<file path="config.mk">
export PLATFORM = sky130hd
export DESIGN_NAME = fetch_ctrl
export DESIGN_NICKNAME = d
export VERILOG_FILES = /design/src/rtl/fetch_pkg.sv /design/src/rtl/fetch_fifo.sv /design/src/rtl/fetch_ctrl.sv
export SDC_FILE = /design/constraint.sdc
export NUM_CORES = 1
export LEC_CHECK = 0
export CAP_MARGIN = 20
export CORE_MARGIN = 1
export CORE_UTILIZATION = 64
export CTS_BUF_LIST = sky130_fd_sc_hd__clkbuf_8
export CTS_CLUSTER_DIAMETER = 60
export DETAILED_ROUTE_END_ITERATION = 8
export PLACE_DENSITY = 0.88
export SYNTH_ARGS = -nofsm -noshare
export SYNTH_HDL_FRONTEND = slang
export SYNTH_HIERARCHICAL = 1
export SYNTH_SLANG_ARGS = --single-unit
</file>
<file path="constraint.sdc">
create_clock -name clk -period 5.2 [get_ports clk]
set_input_delay 1.56 -clock clk [delete_from_list [all_inputs] [get_ports clk]]
set_output_delay 1.56 -clock clk [all_outputs]
set_load 0.05 [all_outputs]
</file>
<file path="src/rtl/fetch_pkg.sv">
// Shared types for the instruction fetch controller: FSM states, queue entry layout
// and the default reset fetch address.
package fetch_pkg;

    typedef enum logic [1:0] {
        IDLE  = 2'd0,
        RUN   = 2'd1,
        DRAIN = 2'd2
    } fetch_state_t;

    typedef struct packed {
        logic [31:0] pc;
        logic [31:0] inst;
    } fetch_entry_t;

    localparam logic [31:0] DEFAULT_RESET_PC = 32'h0000_0000;

endpackage

</file>
<file path="src/rtl/fetch_fifo.sv">
// Parameterized synchronous FIFO with synchronous flush and occupancy count.
// Storage is not reset; only pointers and count are.
module fetch_fifo #(
    parameter  int WIDTH = 32,
    parameter  int DEPTH = 4,
    localparam int CW    = $clog2(DEPTH + 1),
    localparam int PW    = (DEPTH > 1) ? $clog2(DEPTH) : 1
) (
    input  logic             clk,
    input  logic             rst_n,
    input  logic             flush,
    input  logic             push,
    input  logic [WIDTH-1:0] push_data,
    input  logic             pop,
    output logic [WIDTH-1:0] pop_data,
    output logic             empty,
    output logic             full,
    output logic [CW-1:0]    count
);

    logic [WIDTH-1:0] mem [DEPTH];
    logic [PW-1:0]    wr_ptr;
    logic [PW-1:0]    rd_ptr;
    logic [CW-1:0]    count_q;
    logic             do_push;
    logic             do_pop;

    assign empty    = (count_q == '0);
    assign full     = (count_q == CW'(DEPTH));
    assign count    = count_q;
    assign do_push  = push && !full;
    assign do_pop   = pop && !empty;
    assign pop_data = mem[rd_ptr];

    function automatic logic [PW-1:0] next_ptr(input logic [PW-1:0] ptr);
        return (ptr == PW'(DEPTH - 1)) ? '0 : ptr + PW'(1);
    endfunction

    always_ff @(posedge clk or negedge rst_n) begin
        if (!rst_n) begin
            wr_ptr  <= '0;
            rd_ptr  <= '0;
            count_q <= '0;
        end else if (flush) begin
            wr_ptr  <= '0;
            rd_ptr  <= '0;
            count_q <= '0;
        end else begin
            if (do_push) wr_ptr <= next_ptr(wr_ptr);
            if (do_pop)  rd_ptr <= next_ptr(rd_ptr);
            case ({do_push, do_pop})
                2'b10:   count_q <= count_q + CW'(1);
                2'b01:   count_q <= count_q - CW'(1);
                default: count_q <= count_q;
            endcase
        end
    end

    always_ff @(posedge clk) begin
        if (do_push && !flush) mem[wr_ptr] <= push_data;
    end

endmodule

</file>
<file path="src/rtl/fetch_ctrl.sv">
// Instruction fetch controller: issues sequential imem requests under a credit rule,
// tags responses with their PC and queues them for decode; redirects drop stale responses.
module fetch_ctrl
    import fetch_pkg::*;
#(
    parameter logic [31:0] RESET_PC        = DEFAULT_RESET_PC,
    parameter int          MAX_OUTSTANDING = 4,
    parameter int          IQ_DEPTH        = 4
) (
    input  logic        clk,
    input  logic        rst_n,
    input  logic        fetch_en,
    input  logic        redirect_valid,
    input  logic [31:0] redirect_pc,
    output logic        imem_req_valid,
    input  logic        imem_req_ready,
    output logic [31:0] imem_req_addr,
    input  logic        imem_resp_valid,
    output logic        imem_resp_ready,
    input  logic [31:0] imem_resp_inst,
    output logic        inst_valid,
    input  logic        inst_ready,
    output logic [31:0] inst_pc,
    output logic [31:0] inst_data,
    output logic        busy
);

    localparam int OW = $clog2(MAX_OUTSTANDING + 1);
    localparam int QW = $clog2(IQ_DEPTH + 1);
    localparam int TW = $clog2(MAX_OUTSTANDING + 1);

    fetch_state_t state_q, state_d;
    logic [31:0]  pc_q, pc_d;
    logic [OW-1:0] outstanding_q, outstanding_d;
    logic [OW-1:0] drop_cnt_q, drop_cnt_d;
    logic          resp_ready_q;

    logic          req_fire;
    logic          resp_fire;
    logic          credit_ok;
    logic          iq_push;
    logic          iq_pop;
    logic          iq_empty;
    logic          iq_full;
    logic [QW-1:0] iq_count;
    fetch_entry_t  iq_head;
    fetch_entry_t  iq_in;
    logic [31:0]   tag_pc;
    logic          tag_empty;
    logic          tag_full;
    logic [TW-1:0] tag_count;
    logic          status_unused;

    // Requests are only issued when both an imem slot and a guaranteed IQ slot exist,
    // which is what lets imem_resp_ready stay high.
    assign credit_ok = (int'(outstanding_q) < MAX_OUTSTANDING) &&
                       (int'(outstanding_q) + int'(iq_count) < IQ_DEPTH);

    assign imem_req_valid  = (state_q == RUN) && fetch_en && !redirect_valid && credit_ok;
    assign imem_req_addr   = pc_q;
    assign imem_resp_ready = resp_ready_q;
    assign req_fire        = imem_req_valid && imem_req_ready;
    assign resp_fire       = imem_resp_valid && imem_resp_ready;

    assign iq_push    = resp_fire && (drop_cnt_q == '0) && !redirect_valid;
    assign inst_valid = !iq_empty && !redirect_valid;
    assign iq_pop     = inst_valid && inst_ready;
    assign inst_pc    = iq_head.pc;
    assign inst_data  = iq_head.inst;
    assign iq_in      = '{pc: tag_pc, inst: imem_resp_inst};

    assign busy = (state_q != IDLE) || (outstanding_q != '0) || !iq_empty;

    assign status_unused = ^{tag_empty, tag_full, tag_count, iq_full};

    fetch_fifo #(
        .WIDTH (32),
        .DEPTH (MAX_OUTSTANDING)
    ) u_tag_fifo (
        .clk       (clk),
        .rst_n     (rst_n),
        .flush     (1'b0),
        .push      (req_fire),
        .push_data (pc_q),
        .pop       (resp_fire),
        .pop_data  (tag_pc),
        .empty     (tag_empty),
        .full      (tag_full),
        .count     (tag_count)
    );

    fetch_fifo #(
        .WIDTH ($bits(fetch_entry_t)),
        .DEPTH (IQ_DEPTH)
    ) u_iq (
        .clk       (clk),
        .rst_n     (rst_n),
        .flush     (redirect_valid),
        .push      (iq_push),
        .push_data (iq_in),
        .pop       (iq_pop),
        .pop_data  (iq_head),
        .empty     (iq_empty),
        .full      (iq_full),
        .count     (iq_count)
    );

    always_comb begin
        pc_d          = pc_q;
        outstanding_d = outstanding_q;
        drop_cnt_d    = drop_cnt_q;
        state_d       = state_q;

        case ({req_fire, resp_fire})
            2'b10:   outstanding_d = outstanding_q + OW'(1);
            2'b01:   outstanding_d = outstanding_q - OW'(1);
            default: outstanding_d = outstanding_q;
        endcase

        if (redirect_valid) begin
            // No request fires under redirect, so everything still in flight is stale.
            pc_d       = redirect_pc;
            drop_cnt_d = outstanding_d;
            if (drop_cnt_d != '0) state_d = DRAIN;
            else                  state_d = fetch_en ? RUN : IDLE;
        end else begin
            if (req_fire) pc_d = pc_q + 32'd4;
            if (resp_fire && (drop_cnt_q != '0)) drop_cnt_d = drop_cnt_q - OW'(1);
            case (state_q)
                IDLE:    if (fetch_en) state_d = RUN;
                RUN:     if (!fetch_en) state_d = IDLE;
                DRAIN:   if (drop_cnt_d == '0) state_d = fetch_en ? RUN : IDLE;
                default: state_d = IDLE;
            endcase
        end
    end

    always_ff @(posedge clk or negedge rst_n) begin
        if (!rst_n) begin
            state_q       <= IDLE;
            pc_q          <= RESET_PC;
            outstanding_q <= '0;
            drop_cnt_q    <= '0;
            resp_ready_q  <= 1'b0;
        end else begin
            state_q       <= state_d;
            pc_q          <= pc_d;
            outstanding_q <= outstanding_d;
            drop_cnt_q    <= drop_cnt_d;
            resp_ready_q  <= 1'b1;
        end
    end

endmodule

</file>
==> out/qor.yml, run 1 <==
hp-class: "reg -> reg"
path_cells: "buf_4 > mux4_2 > clkdlybuf4s50_1"
grt-ovfl-total: 0
dp_hpwl_um: 21900
finalCritPeriodShare_pct: 92.8
ios: 171
placed_cells: 1403
fp.dieW_um: 167
critical_path.startpoint: "u_iq/rd_ptr[0]"
grt_pass1_vias: 9454
antenna_cells: 0
crit_type: "reg -> out"
leakagePower_uw: 0.00694
finalWeightedCongestion: 0.877
rows: 60
die-area_um2: 27900
min_period_ns: 4.83
layout.cells.non_filler: 1522
clk_latency_ns: 0.57
crit_arrival_ns: 3.27
path_max_fanout: 41
cts_hold_buf: 0
status: "finished clean"
via_per_inst: 6.26
grt_max_degree: 46
slowest_delay_ns: 0.96
rr_endpoint: "u_tag_fifo/count[1]"
regToRegStartpoint: "u_iq/count[2]"
total_power_uw: 7030
worstSetupEndpointType: "primary output"
drive_above_1_share_pct: 19.5
syn_area_um2: 17500
synth_nets: 993
yosysWarnings: 6
fp.coreArea_um2: 26900
via_count: 9524
syn_avg_cell_area_um2: 19.3
clkSinkCount: 439
grt_first_pass_wirelength_um: 52500
finClkSkew_ns: 0.0287
critPathLaunchType: "register"
hold_viol: 0
fillers: 1437
min_path_cells: 1
fin_ws_ns: 0.375
p_per_area_nw_per_um2: 338
fin_tns_setup_ns: 0
ctsResizeCount: 0
cp_num_buf_inv: 2
crit_family: "buffers and inverters"
portBuffers: 170
wire_per_inst_um: 22.3
numCtsBuffers: 67
drc_errors: 0
root_buffer: "clkbuf_8"
worstPathRequired_ns: 3.64
clock_path_buffers: 3
report.final.slew_viol_count: 0
dr.pass1.iters: 5
wl_um: 34000
setup_viol: 0
die_y_um: 167
reg2reg_setup_slack_ns: 2.00
final_cell_mix: "edfxtp_1 (384), clkdlybuf4s50_1 (167), mux4_2 (90), clkbuf_8 (70), nand2_1 (53)"
grt_util_all_layers_pct: 25.0
worst_pin_slew_ns: 0.959
max_freq_mhz: 207
critPathSlowestCell: "dfrtp_4"
start_util_pct: 64.9
dp_slack_ns: 0.864
ff2ff_path_depth: 11
antenna_found_initial: 0
drt.antenna.violating_nets: 0
peakVddDrop_mv: 0.223
area_delta_synth_final_pct: 19.3
layout_commonest_cell: "edfxtp_1"
synthCells: 903
htreeDepth: 3
fin_nets: 1221
path_clk_slew_ns: 0.05
postCtsSetupBuffers: 0
maxCapViolations: 0
worstHoldStart: "state_q[0]"
hold_end: "state_q[1]"
drt-initial-drc-count: 1037
utilization_pct: 77.5
rsz0062_at_grt: "false"
max-slew-margin-rel_pct: 36.1
cts_tree: "built"
[layout make-up]
cell class / instances / area (um2) / share of cell area, %
inverter: 17 / 63.8 / 0.306
clock buffer: 70 / 963 / 4.63
tap: 341 / 427 / 2.05
multi-input combinational: 404 / 4220 / 20.2
clock inverter: 49 / 243 / 1.17
timing repair buffer: 202 / 1990 / 9.57
sequential: 439 / 12900 / 62.0
[power breakdown]
| group | internal, uW | switching (uW) |
|---|---|---|
| Sequential | 3900 | 109 |
| Combinational | 199 | 294 |
| Clock | 1300 | 1220 |
| Total | 5400 | 1630 |
[worst reg2reg max path, cell delays in order (launching register included)]
cell and delay [ns]:
dfrtp_1 0.56, ha_1 0.34, nor4b_4 0.28, nand4_1 0.13
buf_4 0.21, inv_2 0.28, a21oi_1 0.14, fa_1 0.49
inv_1 0.06, a311oi_1 0.21, a21oi_1 0.12, a211oi_1 0.28
[metal layers]
metal	wire length, um	GRT usage [%]	part of all wire [%]	vias up
li1	-	-	-	4136
met4	514	8.01	1.5	0
met1	13700	34.9	40	4828
met2	17100	41.2	50	510
met5	0	0	0	-
met3	2630	4.16	7.7	50
[worst max-delay path by stage]
stage	depth (start not counted)	slack, ns	endpoint
2_1_floorplan	6	0.51	u_iq/mem[3][0]
3_3_place_gp	3	0.93	inst_pc[25]
3_5_place_dp	3	0.86	inst_pc[22]
4_1_cts	3	0.26	inst_pc[22]
5_1_grt	3	0.17	inst_pc[22]
6_report	3	0.37	inst_pc[22]
[state kept, by name (all words and copies together), names as in the netlist]
register	count
u_iq/count	3
state_q	2
imem_resp_ready	1
drop_cnt_q	3
u_tag_fifo/mem	128
u_iq/wr_ptr	2
u_tag_fifo/count	3
u_iq/mem	256
outstanding_q	3
u_iq/rd_ptr	2
u_tag_fifo/wr_ptr	2
imem_req_addr	32
u_tag_fifo/rd_ptr	2
[through the flow]
stage | hold WS, ns | instance area, um2
after global placement | 0.505 | 19600
after global routing | 0.551 | 20800
after floorplan | 0.478 | 17500
after detailed placement | 0.523 | 19600
final | 0.531 | 20800
after CTS | 0.530 | 20800
Power figures use the tool's default switching activity.
==> run 2, diff against run 1 <==
- CORE_UTILIZATION: 64 -> 65
- DONT_BUFFER_PORTS: not set -> 1
- PLACE_DENSITY: 0.88 -> 0.81
==> run 2 against run 1 <==
The flow now finishes with violations (DRC). Core utilization decreased by 4.7 points. Register-to-register slack got worse by 0.29 ns. Fmax increased by 17%. Setup slack improved by 0.71 ns. Sequential cell count unchanged. Cell count decreased by 12%. Non-clock buffer count decreased by 184. Sequential power increased by 2%. Clock power increased by 4%. Power decreased by 0.68%. Critical path type unchanged. Largest power group unchanged. Highest routed layer unchanged.
==> out/qor.yml, run 2 (synthesized netlist as in run 1, its figures left out) <==
status: "finished, violations left"  # was finished clean
violations: "DRC"
clock_path_buffers: 3  # unchanged
path_max_fanout: 34  # was 41
finClkSkew_ns: 0.0249  # was 0.0287 ns
total_power_uw: 6980  # was 7030 uW
finalCritPeriodShare_pct: 79.1  # was 92.8%
report.final.slew_viol_count: 0  # unchanged
design_area_um2: 19100  # was 20800 um2
path_clk_slew_ns: 0.06  # was 0.05 ns
via_count: 8566  # was 9524
ios: 171  # unchanged
fp.dieW_um: 166  # was 167 um
htreeDepth: 3  # unchanged
largest_reg_flops: 256  # unchanged
placed_area_um2: 17800  # was 19600 um2
setup_viol: 0  # unchanged
start_util_pct: 66.6  # was 64.9%
layout_commonest_cell: "edfxtp_1"  # unchanged
fp.coreArea_um2: 26200  # was 26900 um2
die-area_um2: 27500  # was 27900 um2
final_cell_mix: "edfxtp_1 (384), mux4_2 (90), clkbuf_8 (73), nand2_1 (53), dfrtp_1 (52)"  # was edfxtp_1 (384), clkdlybuf4s50_1 (167), mux4_2 (90), clkbuf_8 (70), nand2_1 (53)
p_per_area_nw_per_um2: 366  # was 338 nW/um2
worstSetupEndpointType: "primary output"  # unchanged
worstPathRequired_ns: 3.64  # about the same
seq_area_um2: 12900  # unchanged
fin_nets: 1040  # was 1221
drt-initial-drc-count: 886  # was 1037
crit_type: "reg -> out"  # unchanged
min_period_ns: 4.12  # was 4.83 ns
root_buffer: "clkbuf_8"  # unchanged
drive_above_1_share_pct: 21.7  # was 19.5%
cts_hold_buf: 0  # unchanged
maxCapViolations: 0  # unchanged
antenna_found_initial: 0  # unchanged
hold_viol: 0  # unchanged
crit_arrival_ns: 2.56  # was 3.27 ns
leakagePower_uw: 0.00626  # was 0.00694 uW
postCtsSetupBuffers: 0  # unchanged
rows: 59  # was 60
path_cells: "buf_4 > mux4_2"  # was buf_4 > mux4_2 > clkdlybuf4s50_1
fillers: 1459  # was 1437
wire_per_inst_um: 24.0  # was 22.3 um
drt.antenna.violating_nets: 0  # unchanged
dr.pass1.iters: 7  # was 5
regMostFlops: "u_iq/mem"  # unchanged
critPathLaunchType: "register"  # unchanged
antenna_cells: 0  # unchanged
reg2reg_setup_slack_ns: 1.71  # was 2.00 ns
grt_util_all_layers_pct: 24.4  # was 25.0%
fin_tns_setup_ns: 0  # unchanged
finalWeightedCongestion: 0.855  # was 0.877
max-slew-margin-rel_pct: 30.9  # was 36.1%
fin_hold_ws_ns: 0.537  # was 0.531 ns
peakVddDrop_mv: 0.213  # was 0.223 mV
area_delta_synth_final_pct: 9.23  # was 19.3%
utilization_pct: 72.7  # was 77.5%
wl_um: 32100  # was 34000 um
die_y_um: 166  # was 167 um
portBuffers: 0  # was 170
clk_latency_ns: 0.58  # was 0.57 ns
dp_hpwl_um: 20100  # was 21900 um
grt_first_pass_wirelength_um: 50600  # was 52500 um
via_per_inst: 6.41  # was 6.26
clkSinkCount: 439  # unchanged
grt_max_degree: 67  # was 46
grt-ovfl-total: 0  # unchanged
numCtsBuffers: 70  # was 67
grt_pass1_vias: 8776  # was 9454
multiInputGateArea_um2: 4220  # unchanged
hp-class: "reg -> reg"  # unchanged
slowest_delay_ns: 0.83  # was 0.96 ns
critPathSlowestCell: "dfrtp_4"  # unchanged
rsz0062_at_grt: "false"  # unchanged
ctsResizeCount: 0  # unchanged
cts_tree: "built"  # unchanged
worst_pin_slew_ns: 1.03  # was 0.959 ns
max_freq_mhz: 243  # was 207 MHz
drc_errors: 18  # was 0
[run 2: cell count changes in the layout (fill, tap and decap cells not counted)]
cell / before / now
buf_4: 28 / 14
inv_8: 0 / 2
buf_12: 5 / 4
inv_1: 33 / 39
clkinv_1: 20 / 14
clkbuf_8: 70 / 73
clkdlybuf4s50_1: 167 / 0
inv_6: 3 / 2
buf_2: 2 / 0
[run 2: layout make-up]
cell class                      instances  share of cell area, %
Clock buffer                           73                   5.27
Sequential cell                       439                   67.8
Multi-Input combinational cell        404                   22.1
Timing Repair Buffer                   18                  0.972
Inverter                               17                  0.335
Tap cell                              335                   2.20
Clock inverter                         50                   1.35
[run 2: power by group]
| part | total [uW] | switching, uW | internal [uW] | leakage, uW |
|---|---|---|---|---|
| sequential | 4100 | 202 | 3900 | 0.00414 |
| clock | 2620 | 1260 | 1360 | 0.000725 |
| combinational | 262 | 161 | 101 | 0.00139 |
[run 2: per-layer routing]
layer,part of all wire [%],track usage (%)
met3,8.7,6.72
met2,49,38.0
met4,1.1,7.07
met5,0,0
met1,41,34.5
[run 2: worst max-delay path: cells and delay by family, from the launching register on]
kind | cells | cell delay [ns]
flip-flops | 1 | 0.83
multiplexers | 1 | 0.71
buffers and inverters | 1 | 0.38
[run 2: per-stage QoR]
stage	cells	setup WS, ns
CTS	1336	0.980
global placement	1213	1.19
finish	1336	1.08
floorplan	903	0.508
global route	1336	0.879
detailed placement	1213	1.12
[run 2: path summary, 6_finish.rpt]
path	start	to	depth (start not counted)
worst max-delay path	u_iq/rd_ptr[0]	inst_pc[8]	2
worst min-delay path	state_q[0]	state_q[1]	1
worst max register to register	u_iq/count[2]	u_tag_fifo/count[1]	11
worst min register to register	state_q[0]	state_q[1]	1
max in group asynchronous	rst_n	imem_req_addr[5]	0
min in group asynchronous	rst_n	drop_cnt_q[1]	0
